### config.mk
export PLATFORM = sky130hd
export DESIGN_NAME = ntt_loop_ctrl
export DESIGN_NICKNAME = d
export VERILOG_FILES = /design/src/rtl/ntt_pkg.sv /design/src/rtl/ntt_stage_bounds.sv /design/src/rtl/ntt_loop_ctrl.sv
export SDC_FILE = /design/constraint.sdc
export NUM_CORES = 1
export LEC_CHECK = 0
export BUFFER_PORTS_ARGS = -buffer_cell sky130_fd_sc_hd__buf_2
export CAP_MARGIN = 20
export CORE_MARGIN = 2
export CORE_UTILIZATION = 23
export CTS_CLUSTER_SIZE = 20
export DETAILED_ROUTE_END_ITERATION = 12
export PLACE_DENSITY = 0.42
export SETUP_SLACK_MARGIN = 0.15
export SLEW_MARGIN = 20
export SYNTH_ARGS = -nofsm -noshare
export SYNTH_HDL_FRONTEND = slang
export SYNTH_HIERARCHICAL = 1
export SYNTH_SLANG_ARGS = --single-unit
### constraint.sdc
create_clock -name clk -period 3.5 [get_ports clk]
set_input_delay 0.7 -clock clk [delete_from_list [all_inputs] [get_ports clk]]
set_output_delay 0.7 -clock clk [all_outputs]
set_load 0.03 [all_outputs]
### src/rtl/ntt_pkg.sv
// Shared constants, FSM encodings and per-stage loop bounds for the Kyber/Dilithium NTT sequencer.
package ntt_pkg;

  localparam logic KD_KYBER     = 1'b0;
  localparam logic KD_DILITHIUM = 1'b1;

  localparam int NUM_STAGES_KYBER = 4;
  localparam int NUM_STAGES_DIL   = 8;

  localparam logic [2:0] KYBER_LAST_STAGE = 3'(NUM_STAGES_KYBER - 1);
  localparam logic [2:0] DIL_LAST_STAGE   = 3'(NUM_STAGES_DIL - 1);
  localparam logic [4:0] I_MAX            = 5'd31;

  typedef logic [1:0] state_t;
  localparam state_t ST_IDLE = 2'd0;
  localparam state_t ST_RUN  = 2'd1;
  localparam state_t ST_GAP  = 2'd2;
  localparam state_t ST_DONE = 2'd3;

  // Bounds are all-ones masks: 127 >> (7-s) == 2^s - 1, and 4^s - 1 uses a shift of 2s.
  function automatic logic [6:0] j_bound(input logic kd, input logic [2:0] s);
    if (kd == KD_DILITHIUM) return 7'h7f >> (3'd7 - s);
    if (s == KYBER_LAST_STAGE) return 7'd0;
    return 7'h7f >> (3'd7 - {s[1:0], 1'b0});
  endfunction

  function automatic logic [6:0] k_bound(input logic kd, input logic [2:0] s);
    if (kd == KD_DILITHIUM) return 7'h7f >> s;
    if (s == KYBER_LAST_STAGE) return 7'd0;
    return 7'h1f >> {s[1:0], 1'b0};
  endfunction

endpackage

### src/rtl/ntt_stage_bounds.sv
// Combinational per-stage loop bounds, shared with the twiddle-address logic.
module ntt_stage_bounds
  import ntt_pkg::*;
(
  input  logic       kd_mode,
  input  logic [2:0] stage,
  output logic [6:0] j_max,
  output logic [6:0] k_max,
  output logic       use_i,
  output logic       last_stage
);

  assign j_max      = j_bound(kd_mode, stage);
  assign k_max      = k_bound(kd_mode, stage);
  assign use_i      = (kd_mode == KD_KYBER) && (stage == KYBER_LAST_STAGE);
  assign last_stage = (kd_mode == KD_DILITHIUM) ? (stage == DIL_LAST_STAGE)
                                                : (stage == KYBER_LAST_STAGE);

endmodule

### src/rtl/ntt_loop_ctrl.sv
// NTT loop sequencer: emits one (stage, k, j, i) tuple per cycle with drain gaps between stages.
module ntt_loop_ctrl
  import ntt_pkg::*;
#(
  parameter int STAGE_GAP = 4
) (
  input  logic       clk,
  input  logic       rst,
  input  logic       start,
  input  logic       kd_mode,
  input  logic       stall,
  output logic [2:0] stage,
  output logic [6:0] k,
  output logic [6:0] j,
  output logic [4:0] i,
  output logic       kd_mode_o,
  output logic       valid,
  output logic       last_in_stage,
  output logic       busy,
  output logic       done
);

  localparam logic [3:0] GAP_LAST = 4'(STAGE_GAP - 1);

  state_t     state_q, state_d;
  logic [2:0] stage_q, stage_d;
  logic [6:0] k_q, k_d, j_q, j_d;
  logic [4:0] i_q, i_d;
  logic       mode_q, mode_d;
  logic [3:0] gap_q, gap_d;

  logic [6:0] j_max, k_max;
  logic       use_i, last_stage, stage_end;

  ntt_stage_bounds u_bounds (
    .kd_mode    (mode_q),
    .stage      (stage_q),
    .j_max      (j_max),
    .k_max      (k_max),
    .use_i      (use_i),
    .last_stage (last_stage)
  );

  assign stage_end = use_i ? (i_q == I_MAX) : ((j_q == j_max) && (k_q == k_max));

  always_comb begin
    // NOTE: every _d gets a hold default first so no path through the case infers a latch.
    state_d = state_q;
    stage_d = stage_q;
    k_d     = k_q;
    j_d     = j_q;
    i_d     = i_q;
    mode_d  = mode_q;
    gap_d   = gap_q;
    case (state_q)
      ST_IDLE: begin
        if (start) begin
          state_d = ST_RUN;
          mode_d  = kd_mode;
          stage_d = 3'd0;
          k_d     = 7'd0;
          j_d     = 7'd0;
          i_d     = 5'd0;
        end
      end
      ST_RUN: begin
        if (!stall) begin
          if (stage_end) begin
            k_d = 7'd0;
            j_d = 7'd0;
            i_d = 5'd0;
            if (last_stage) begin
              state_d = ST_DONE;
              stage_d = 3'd0;
            end else begin
              stage_d = stage_q + 3'd1;
              if (STAGE_GAP != 0) begin
                state_d = ST_GAP;
                gap_d   = 4'd0;
              end
            end
          end else if (use_i) begin
            i_d = i_q + 5'd1;
          end else if (j_q != j_max) begin
            j_d = j_q + 7'd1;
          end else begin
            j_d = 7'd0;
            k_d = k_q + 7'd1;
          end
        end
      end
      ST_GAP: begin
        // Counters already hold the next stage's first tuple; only the gap count moves.
        if (!stall) begin
          if (gap_q == GAP_LAST) state_d = ST_RUN;
          else                   gap_d   = gap_q + 4'd1;
        end
      end
      ST_DONE: begin
        state_d = ST_IDLE;
        mode_d  = 1'b0;
      end
      default: state_d = ST_IDLE;
    endcase
  end

  // NOTE: sequential state uses non-blocking assignments so every flop samples pre-edge values.
  always_ff @(posedge clk or posedge rst) begin
    if (rst) begin
      state_q <= ST_IDLE;
      stage_q <= 3'd0;
      k_q     <= 7'd0;
      j_q     <= 7'd0;
      i_q     <= 5'd0;
      mode_q  <= 1'b0;
      gap_q   <= 4'd0;
    end else begin
      state_q <= state_d;
      stage_q <= stage_d;
      k_q     <= k_d;
      j_q     <= j_d;
      i_q     <= i_d;
      mode_q  <= mode_d;
      gap_q   <= gap_d;
    end
  end

  assign stage         = stage_q;
  assign k             = k_q;
  assign j             = j_q;
  assign i             = i_q;
  assign kd_mode_o     = mode_q;
  assign valid         = (state_q == ST_RUN);
  assign last_in_stage = valid && stage_end;
  assign busy          = (state_q == ST_RUN) || (state_q == ST_GAP);
  assign done          = (state_q == ST_DONE);

endmodule

Word-level counts from Yosys, hierarchy flattened
Cells that the tools add are included.
{"block": "word_totals", "regBits": 29, "inputBits": 5}
{"block": "classes", "n_bitwise": 1, "reduce_logical": 15, "n_mux": 49, "n_eq_ne": 20, "addsub": 7, "n_shift": 4}
{"cell": "$mux 7", "count": 17}
{"cell": "$pmux 7 s2", "count": 2}
{"cell": "$shr 7x3->7 const A", "count": 3}
{"cell": "$mux 4", "count": 5}
{"cell": "$mux 5", "count": 4}
{"cell": "$add 7x1->7 const B", "count": 2}
{"cell": "$eq 7x7->1", "count": 2}
{"cell": "$mux 3", "count": 4}
{"cell": "$ne 2x2->1 const B", "count": 6}
{"cell": "$reduce_and 4->1", "count": 3}
{"cell": "$mux 2", "count": 5}
{"cell": "$pmux 5 s2", "count": 1}
{"cell": "$reduce_and 5->1", "count": 2}
{"cell": "$pmux 2 s4", "count": 1}
{"cell": "$pmux 4 s2", "count": 1}
{"cell": "$mux 1", "count": 7}
{"cell": "$ne 7x7->1", "count": 1}
{"cell": "$shr 5x3->7 const A", "count": 1}
{"cell": "$pmux 3 s2", "count": 1}
{"cell": "$reduce_and 6->1", "count": 1}
{"cell": "$reduce_bool 2->1", "count": 3}
{"cell": "$sub 3x3->3 const A", "count": 2}
{"cell": "$add 5x1->5 const B", "count": 1}
{"cell": "$eq 5x5->1 const B", "count": 1}
{"cell": "other kinds (17)", "count": 20}

Longest topological paths before layout
Gate-level depths: netlist of the first run.
{"block": "depth", "word_depth": 12, "depth_mapped": 9, "mapped_depth_nobuf": 8}

Cells and area by module
The synthesis of the first run kept the hierarchy.
{"module": "ntt_loop_ctrl", "instances": 1, "area_per_inst_um2": 1896.8, "seq_area_each_um2": 725.7, "cells_per_inst": 204}
{"module": "ntt_stage_bounds", "instances": 1, "area_per_inst_um2": 237.7, "seq_area_each_um2": 0.0, "cells_per_inst": 32}

Least setup slack after synthesis of the first run
Ideal clock, no wire load.
{"block": "synth_timing", "path_type": "flip-flop to output port", "startpoint": "register stage_q[2] (netlist: stage[2])", "endpoint": "output last_in_stage", "arrival_time_ns": 2.682, "required_ns": 2.800, "path_stages_with_launch": 9, "path_slack_ns": 0.118, "n_path_buf": 1, "cell_sequence": "dfrtp_1 buf_6 and4bb_4 nor3_1 xor2_1 or4_4 nor4_4 a21o_2 and2_1"}
{"item": "start, declared", "line_no": "ntt_loop_ctrl.sv:26", "source": "logic [2:0] stage_q, stage_d;"}
{"item": "start signal, assigned", "line_no": "ntt_loop_ctrl.sv:119", "source": "stage_q <= stage_d;"}
{"item": "$eq 3x2->1", "line_no": "ntt_stage_bounds.sv:15", "source": "assign use_i = (kd_mode == KD_KYBER) && (stage == KYBER_LAST_STAGE);"}
{"item": "$logic_and 1x1->1", "line_no": "ntt_stage_bounds.sv:15"}
{"item": "net use_i", "line_no": "ntt_loop_ctrl.sv:33", "source": "logic use_i, last_stage, stage_end;"}
{"item": "$mux 1", "line_no": "ntt_loop_ctrl.sv:44", "source": "assign stage_end = use_i ? (i_q == I_MAX) : ((j_q == j_max) && (k_q == k_max));"}
{"item": "$logic_and 1x1->1", "line_no": "ntt_loop_ctrl.sv:134", "source": "assign last_in_stage = valid && stage_end;"}
{"item": "end, declared", "line_no": "ntt_loop_ctrl.sv:18", "source": "output logic last_in_stage,"}
The timed path passes the listed nets, and every way through them passes these cells. The select of a mux whose other input is x is not followed.

Final worst setup path of the first run
{"block": "layout_timing", "startpoint": "register mode_q (netlist: kd_mode_o)", "endpoint": "output last_in_stage"}
{"block": "layout_between", "elab_chain_cells": 6}
{"item": "start, declared", "line_no": "ntt_loop_ctrl.sv:29", "source": "logic mode_q, mode_d;"}
{"item": "start signal, assigned", "line_no": "ntt_loop_ctrl.sv:123", "source": "mode_q <= mode_d;"}
{"item": "$mux 1", "line_no": "ntt_pkg.sv:22", "source": "if (kd == KD_DILITHIUM) return 7'h7f >> (3'd7 - s);"}
{"item": "$mux 7", "line_no": "ntt_pkg.sv:23", "source": "if (s == KYBER_LAST_STAGE) return 7'd0;"}
{"item": "net j_max[5]", "line_no": "ntt_loop_ctrl.sv:32", "source": "logic [6:0] j_max, k_max;"}
{"item": "$eq 7x7->1", "line_no": "ntt_loop_ctrl.sv:44"}
{"item": "$logic_and 1x1->1", "line_no": "ntt_loop_ctrl.sv:44"}
{"item": "$mux 1", "line_no": "ntt_loop_ctrl.sv:44"}
{"item": "$logic_and 1x1->1", "line_no": "ntt_loop_ctrl.sv:134"}
The timed path passes the listed nets, and every way through them passes these cells.

==> impl_metrics.tcl, run 1 <==
set metrics [dict create \
    outcome "completed" \
    ant_nets 0 \
    crit_buf_inv 2 \
    slew_headroom 0.525 \
    place.gp.congestion 0.834 \
    grt.busiest_layer "met2" \
    grt_usage 0.124 \
    ys_async_sr_fraction 1.00 \
    drc 0 \
    rsz0062_at_grt "yes" \
    finalSetupTns_ns 0 \
    syn_area_um2 2130 \
    grt_start_max_net_pins 16 \
    final_common_cell "buf_2" \
    use_met3 0.0292 \
    synthCells 236 \
    yosys_warnings 6 \
    vias 1929 \
    layout_common_cells "buf_2 (30), dfrtp_1 (25), nand2_1 (24), buf_4 (15)" \
    cts.sinks 29 \
    yosys.area.top_type "dfrtp_1" \
    finalSetupViolations 0 \
    synth.distinct_cells 56 \
    p_per_area_nw_per_um2 667 \
    start_util 0.234 \
    area_growth_pct 23.9 \
    nets 297 \
    drv_slew 0 \
    clockRootBuffer "clkbuf_8" \
    ctsHoldBuffers 0 \
    insertion_delay_ns 0.28 \
    ys_top_cells_by_area "dfrtp_1 (34%), ha_1 (5.9%), xor2_1 (4.5%)" \
    ir_worst_vdd_uv 348 \
    ios 32 \
    grt_pass1_vias 1912 \
    diodes 0 \
    end_kind "output port" \
    wire_per_inst_um 15.0 \
    min_period_over_period 0.944 \
    grt_pass1_wl_mm 9.90 \
    synth-edff-count 0 \
    coreArea_um2 9110 \
    ys_ff_latch 29 \
    port_buffers 31 \
    synth_top_area_frac 0.340 \
    ctsHtreeMaxLevel 2 \
    layout_setup_ws_ns 0.197 \
    crit_fanout 6 \
    slowest_delay_ns 0.54 \
    wl_mm 5.90 \
    fin_skew_ns 0.00487 \
    numCtsBuffers 5 \
    clockBufferDepth 2 \
    via_per_inst 4.90 \
    grtUsageMet2 0.198 \
    power.leakage_nw 1.27 \
    critPathSlowestCell "or4_4" \
    clkSlewWorstSetupHoldPaths_ns 0.07 \
    synthFlopType "dfrtp_1" \
    die_w_um 100 \
    die_h_um 100 \
    path_cells "buf_6 -> o21a_1 -> and2_4 -> xor2_2 -> or4_4 -> nor4_4 -> a21o_2 -> and2_4 -> buf_6" \
    syn_area_per_cell_um2 9.04 \
    initialDrtViolationCount 88 \
    critPathLaunchType "flop" \
    cts_tree "built" \
    dieArea_um2 10100 \
    dp_worst_setup_slack_ns 0.252 \
    period_needed_ns 3.30 \
    grt_overflow 0 \
    drive_gt1_frac 0.297 \
    dp_hpwl_mm 4.29 \
    crit_arrival_ns 2.60 \
    worstSetupPathType "reg2out" \
    syn_nets 251 \
    tightest_slew_ns 0.710 \
    dr.pass1.iters 4 \
    antenna_found_initial 0 \
    row_count 35 \
    min_path_type "in2async" \
    cpLargestDelayFamily "simple AND/OR/NAND/NOR gates" \
    cap_viol_max_count 0 \
    grtUsageMet1 0.166 \
    seq_area_frac_synth 0.340 \
    max_freq_ghz 0.303 \
    cp.required_ns 2.80 \
    finalHoldViolations 0 \
]
state kept, by name (all words and copies together) (netlist names):
signal	cells
j	7
k	7
i	5
gap_q	4
stage	3
state_q	2
kd_mode_o	1
per-layer routing:
layer  share of wire  up-vias
met1            0.48      931
met2            0.47       28
met4           0.016        0
met3           0.030        8
li1                -      962
met5               0        -
timing repair:
| item | CTS | global route |
|---|---|---|
| endpoints found under the setup margin | 1 | 1 |
| pin swaps | 3 | 9 |
| setup buffers | 8 | 3 |
| gates resized for setup | 11 | 10 |
cell usage after synthesis (3+ instances only):
cell,count
a31oi_1,8
nor2_1,13
o21a_1,4
clkbuf_1,4
a221o_1,5
a22o_1,5
xnor2_1,4
nor3_1,14
buf_6,4
inv_1,9
mux2_2,3
a21oi_1,5
nand3_1,12
o211ai_1,4
dfrtp_1,29
mux2i_1,4
ha_1,10
o21ai_0,8
nand2b_1,8
and3_1,7
xor2_1,11
nand2_1,24
final cells by class:
type / instances / area [µm²]
tap: 111 / 139
sequential: 29 / 731
fill: 988 / 6460
timing repair buffer: 48 / 297
inverter: 9 / 33.8
multi-input combinational: 189 / 1350
clock buffer: 8 / 90.1
worst paths after layout:
| path | from | end | slack [ns] | cells after the start |
|---|---|---|---|---|
| max | kd_mode_o | last_in_stage | 0.20 | 9 |
| min | rst | i[1] | 0.47 | 2 |
| max reg2reg | kd_mode_o | stage[1] | 0.76 | 9 |
| min reg2reg | gap_q[2] | gap_q[2] | 0.51 | 1 |
| max in group asynchronous | rst | kd_mode_o | 2.36 | 3 |
| min in group clk | gap_q[2] | gap_q[2] | 0.51 | 1 |
power by group:
group	switching [mW]	leakage, nW	internal, mW
clock	0.134	0.0455	0.160
combinational	0.633	0.832	0.355
sequential	0.0894	0.387	0.391
cells by family (layout without fill, tap and decap cells):
logic type	Yosys count	in the layout	share of synthesized area
simple gates	104	104	0.277
compound gates	53	53	0.181
flops	29	29	0.340
buf+inv	18	65	0.0475
xor+xnor	15	15	0.0615
fa+ha+maj	10	10	0.0586
mux	7	7	0.0346
per-stage QoR:
step / utilization / cell area (µm²) / std cells / hold WS, ns / power [mW]
floorplan: - / 2140 / 236 / 0.469 / 1.18
global placement: 0.265 / 2420 / 376 / 0.501 / 1.42
detailed placement: 0.265 / 2420 / 376 / 0.497 / 1.43
CTS: 0.285 / 2590 / 392 / 0.500 / 1.76
global route: 0.290 / 2640 / 394 / 0.516 / 1.90
finish: 0.290 / 2640 / 394 / 0.475 / 1.76
Note: power is estimated with default switching activity, not from simulation.
==> inputs of run 2 (changes only) <==
- PLACE_DENSITY: 0.42 -> 0.43
- clock period: 3.5 -> 2.86 ns (I/O delays scaled with it)
==> run 2 against run 1 <==
Against the previous run:
- the run now ends with negative setup slack left
- sequential power rose by 21%
- cell count rose by 2.8%
- power rose by 29%
- routed wire length rose by 6.2%
- count of clock-buffer cells in the layout did not move
- clock skew rose by 0.00062 ns
- global-route usage rose by 0.78 points
- final area rose by 8.7%
- non-clock buffer count rose by 11
- critical endpoint unchanged
- highest routed layer unchanged
==> impl_metrics.tcl, run 2 (synthesis results as in run 1) <==
set metrics [dict create \
    outcome "finished with violations" \
    violations "negative setup slack" \
    final_common_cell "buf_2" \
    row_count 35 \
    utilization 0.315 \
    layout_common_cells "buf_2 (30), dfrtp_1 (25), nand2_1 (24), buf_4 (21), nand3_1 (12)" \
    grt_overflow 0 \
    place.gp.congestion 0.749 \
    end_kind "output port" \
    grt_pass1_vias 1982 \
    p_per_area_nw_per_um2 794 \
    ir_worst_vdd_uv 526 \
    antenna_found_initial 0 \
    numCtsBuffers 5 \
    vias 1961 \
    slew_headroom 0.539 \
    drv_slew 0 \
    die_h_um 100 \
    dp_worst_setup_slack_ns -0.118 \
    area_growth_pct 34.6 \
    port_buffers 31 \
    cap_viol_max_count 0 \
    grt_usage 0.132 \
    diodes 0 \
    min_path_type "in2async" \
    nFillCells 967 \
    wl_mm 6.27 \
    via_per_inst 4.84 \
    cp.required_ns 2.29 \
    max_freq_ghz 0.313 \
    p_switching_mw 1.09 \
    rsz0062_at_grt "yes" \
    ctsHtreeMaxLevel 2 \
    finalSetupViolations 1 \
    finalSetupTns_ns -0.331 \
    ant_nets 0 \
    min_period_over_period 1.12 \
    initialDrtViolationCount 90 \
    power.leakage_nw 1.34 \
    clockRootBuffer "clkbuf_8" \
    dr.pass1.iters 4 \
    finalHoldViolations 0 \
    period_needed_ns 3.19 \
    p_clk_frac 0.145 \
    pwr-share-seq 0.254 \
    grt_pass1_wl_mm 10.4 \
    worstSetupPathType "reg2out" \
    dp_hpwl_mm 4.36 \
    cts.sinks 29 \
    critPathLaunchType "flop" \
    die_w_um 100 \
    dieArea_um2 10100 \
    crit_fanout 7 \
    start_util 0.234 \
    drive_gt1_frac 0.364 \
    tightest_slew_ns 0.686 \
    combPwrFrac 0.600 \
    ctsHoldBuffers 0 \
    clkSlewWorstSetupHoldPaths_ns 0.07 \
    layout_setup_ws_ns -0.331 \
    coreArea_um2 9110 \
    crit_arrival_ns 2.62 \
    p_sw_frac 0.478 \
    fin_skew_ns 0.00549 \
    nets 308 \
    clockBufferDepth 2 \
    drc 0 \
    cts_tree "built" \
    p_int_mw 1.19 \
    ios 32 \
    insertion_delay_ns 0.28 \
    wire_per_inst_um 15.5 \
    grt_start_max_net_pins 30 \
]
-- run 2: routing by layer --
metal | track usage | wire length, µm | vias to the layer above
met5 | 0 | 0 | -
met2 | 0.217 | 2950 | 27
met3 | 0.0265 | 193 | 6
met1 | 0.177 | 3050 | 943
met4 | 0.0348 | 79 | 0
li1 | - | - | 985
-- run 2: timing repair --
action	4_1_cts	5_1_grt
endpoints found under the setup margin	10	20
pin swaps	4	11
setup buffers	5	3
gates cloned	1	0
resized for setup	19	33
-- run 2: worst paths after layout --
path,from,to,slack [ns],depth (start not counted)
hold / removal,rst,k[6],0.36,3
setup reg to reg,kd_mode_o,state_q[0],0,11
hold reg to reg,gap_q[0],gap_q[0],0.51,1
setup / recovery,kd_mode_o,last_in_stage,-0.33,9
min in group clk,gap_q[0],gap_q[0],0.51,1
max in group asynchronous,rst,stage[1],2.19,3
-- run 2: power groups by stage --
stage	Clock, mW	Combinational (mW)	Sequential (mW)
global route	0.369	1.51	0.596
detailed placement	0	1.19	0.605
global placement	0	1.19	0.607
finish	0.332	1.37	0.580
CTS	0.349	1.27	0.578
floorplan	0	0.768	0.681
-- run 2: final cells by class --
type                       instances  area (µm²)  area share
multi-input combinational        189        1470       0.513
sequential                        29         731       0.254
timing repair buffer              59         415       0.145
tap                              111         139      0.0483
clock buffer                       8        80.1      0.0279
inverter                           9        33.8      0.0118
-- run 2: critical path, stage by stage (launching register included) --
cell	delay, ns
dfrtp_2	0.42
buf_6	0.14
o21a_1	0.18
and2_4	0.15
xor2_2	0.15
or4_4	0.54
nor4_4	0.36
a21o_2	0.15
and2_4	0.14
buf_6	0.12
-- run 2: metrics by stage --
stage,hold slack [ns],cells,instance area [µm²],power (mW)
6_report,0.364,405,2870,2.28
5_1_grt,0.419,405,2870,2.47
3_5_place_dp,0.502,388,2510,1.80
4_1_cts,0.382,402,2700,2.20
3_3_place_gp,0.502,388,2510,1.79
2_1_floorplan,0.469,236,2150,1.45
==> inputs of run 3 (changes only) <==
- BUFFER_PORTS_ARGS: -buffer_cell sky130_fd_sc_hd__buf_2 -> unset
- DONT_BUFFER_PORTS: unset -> 1
- PLACE_DENSITY: 0.43 -> 0.4
==> run 3 against run 2 <==
Against the previous run:
- the flow still finishes with violations (negative setup slack)
- cell count shrank 4.9%
- flip-flop and latch count is the same
- non-clock buffer count shrank 20
- count of clock-buffer cells in the layout is the same
- clock skew grew 0.0029 ns
- via count shrank 1.7%
- sequential power shrank 2%
==> impl_metrics.tcl, run 3 (synthesis results as in run 1) <==
set metrics [dict create \
    dp_worst_setup_slack_ns 0.00289 \
    grt_usage 0.128 \
    cap_viol_max_count 0 \
    layout_setup_ws_ns -0.216 \
    area_growth_pct 25.6 \
    grt_pass1_vias 1889 \
    via_per_inst 5.01 \
    drive_gt1_frac 0.266 \
    crit_fanout 7 \
    cts_tree "built" \
    worstSetupPathType "reg2out" \
    finalHoldViolations 0 \
    ant_nets 0 \
    power.leakage_nw 1.23 \
    slew_headroom 0.459 \
    crit_arrival_ns 2.50 \
    period_needed_ns 3.08 \
    ctsHtreeMaxLevel 2 \
    whs_ns 0.328 \
    antenna_found_initial 0 \
    critPathLaunchType "flop" \
    violations "negative setup slack" \
    coreArea_um2 9110 \
    dp_hpwl_mm 4.54 \
    port_buffers 0 \
    p_per_area_nw_per_um2 827 \
    start_util 0.234 \
    row_count 35 \
    min_path_type "in2async" \
    cp-startpoint "kd_mode_o" \
    fin_skew_ns 0.00837 \
    vias 1928 \
    ctsHoldBuffers 0 \
    insertion_delay_ns 0.29 \
    place.gp.congestion 0.776 \
    dr.pass1.iters 4 \
    wl_mm 6.25 \
    clockBufferDepth 2 \
    nets 288 \
    grt_start_max_net_pins 20 \
    numCtsBuffers 5 \
    clkSlewWorstSetupHoldPaths_ns 0.07 \
    wire_per_inst_um 16.2 \
    initialDrtViolationCount 132 \
    drv_slew 0 \
    diodes 0 \
    min_period_over_period 1.08 \
    ir_worst_vdd_uv 369 \
    timing.rr.start "kd_mode_o" \
    ios 32 \
    tightest_slew_ns 0.811 \
    clockRootBuffer "clkbuf_8" \
    rsz0062_at_grt "yes" \
    die_w_um 100 \
    layout_common_cells "buf_4 (32), dfrtp_1 (25), nand2_1 (23), nor3_1 (13), nor2_1 (13)" \
    grt_overflow 0 \
    max_freq_ghz 0.325 \
    outcome "finished with violations" \
    drc 0 \
    cts.sinks 29 \
    cp.required_ns 2.29 \
    die_h_um 100 \
    dieArea_um2 10100 \
    grt_pass1_wl_mm 10.1 \
    finalSetupViolations 1 \
    final_common_cell "buf_4" \
    end_kind "output port" \
]
## run 3: cell types whose count changed in the layout (fill, tap and decap cells not counted), moves of 2 or more
cell    previous run  this run
nor2_4             6         0
mux2_4             3         0
buf_6              6         4
buf_4             21        32
nor3_1            10        13
nor3_2             4         1
buf_2             30         0
mux2_2             0         3
nor2_1             7        13
## run 3: report_power, final
part           leakage [nW]  internal [mW]  total (mW)  switching (mW)
clock network        0.0395          0.173       0.343           0.170
logic                 0.802          0.504        1.30           0.801
registers             0.387          0.478       0.571          0.0929
total                  1.23           1.15        2.22            1.06
## run 3: what timing repair did
| item | CTS | global route |
|---|---|---|
| cloned | 0 | 1 |
| pin swaps | 3 | 4 |
| buffers inserted | 2 | 7 |
| hold endpoints to repair | 0 | 0 |
| resized for setup | 4 | 18 |
| endpoints found under the setup margin | 14 | 19 |
## run 3: critical path, cell delays in order, from the launching register on
cell and delay, ns:
dfrtp_2 0.47, buf_6 0.14, o22a_1 0.23, xor2_1 0.18
or4_4 0.51, nor4_4 0.35, a21o_2 0.15, and2_4 0.19
## run 3: final cells by class
type | instances | area [µm²]
Timing Repair Buffer | 39 | 350
Sequential cell | 29 | 731
Tap cell | 111 | 139
Fill cell | 1016 | 6430
Inverter | 9 | 33.8
Multi-Input combinational cell | 189 | 1350
Clock buffer | 8 | 80.1
## run 3: final timing paths
check / to / slack [ns] / cells after the start
min in group clk: kd_mode_o / 0.47 / 2
min: state_q[1] / 0.33 / 1
max in group asynchronous: j[1] / 1.93 / 2
max: last_in_stage / -0.22 / 7
min reg2reg: gap_q[0] / 0.52 / 1
max reg2reg: i[0] / 0.15 / 9
## run 3: routing by layer
layer | part of all wire | global-route usage | wire length [µm]
met5 | 0 | 0 | 0
met4 | 0.011 | 0.0358 | 69
met3 | 0.060 | 0.0362 | 372
met2 | 0.47 | 0.198 | 2920
met1 | 0.46 | 0.176 | 2890
## run 3: per-stage QoR
stage / power [mW] / instance area, µm² / instances / utilization / setup TNS (ns)
final: 2.22 / 2680 / 385 / 0.294 / -0.216
after floorplan: 1.45 / 2150 / 236 / - / -0.145
after CTS: 2.20 / 2540 / 377 / 0.279 / -0.234
after global placement: 1.82 / 2430 / 367 / 0.267 / 0
after detailed placement: 1.82 / 2430 / 367 / 0.267 / 0
after global routing: 2.39 / 2680 / 385 / 0.294 / -0.314
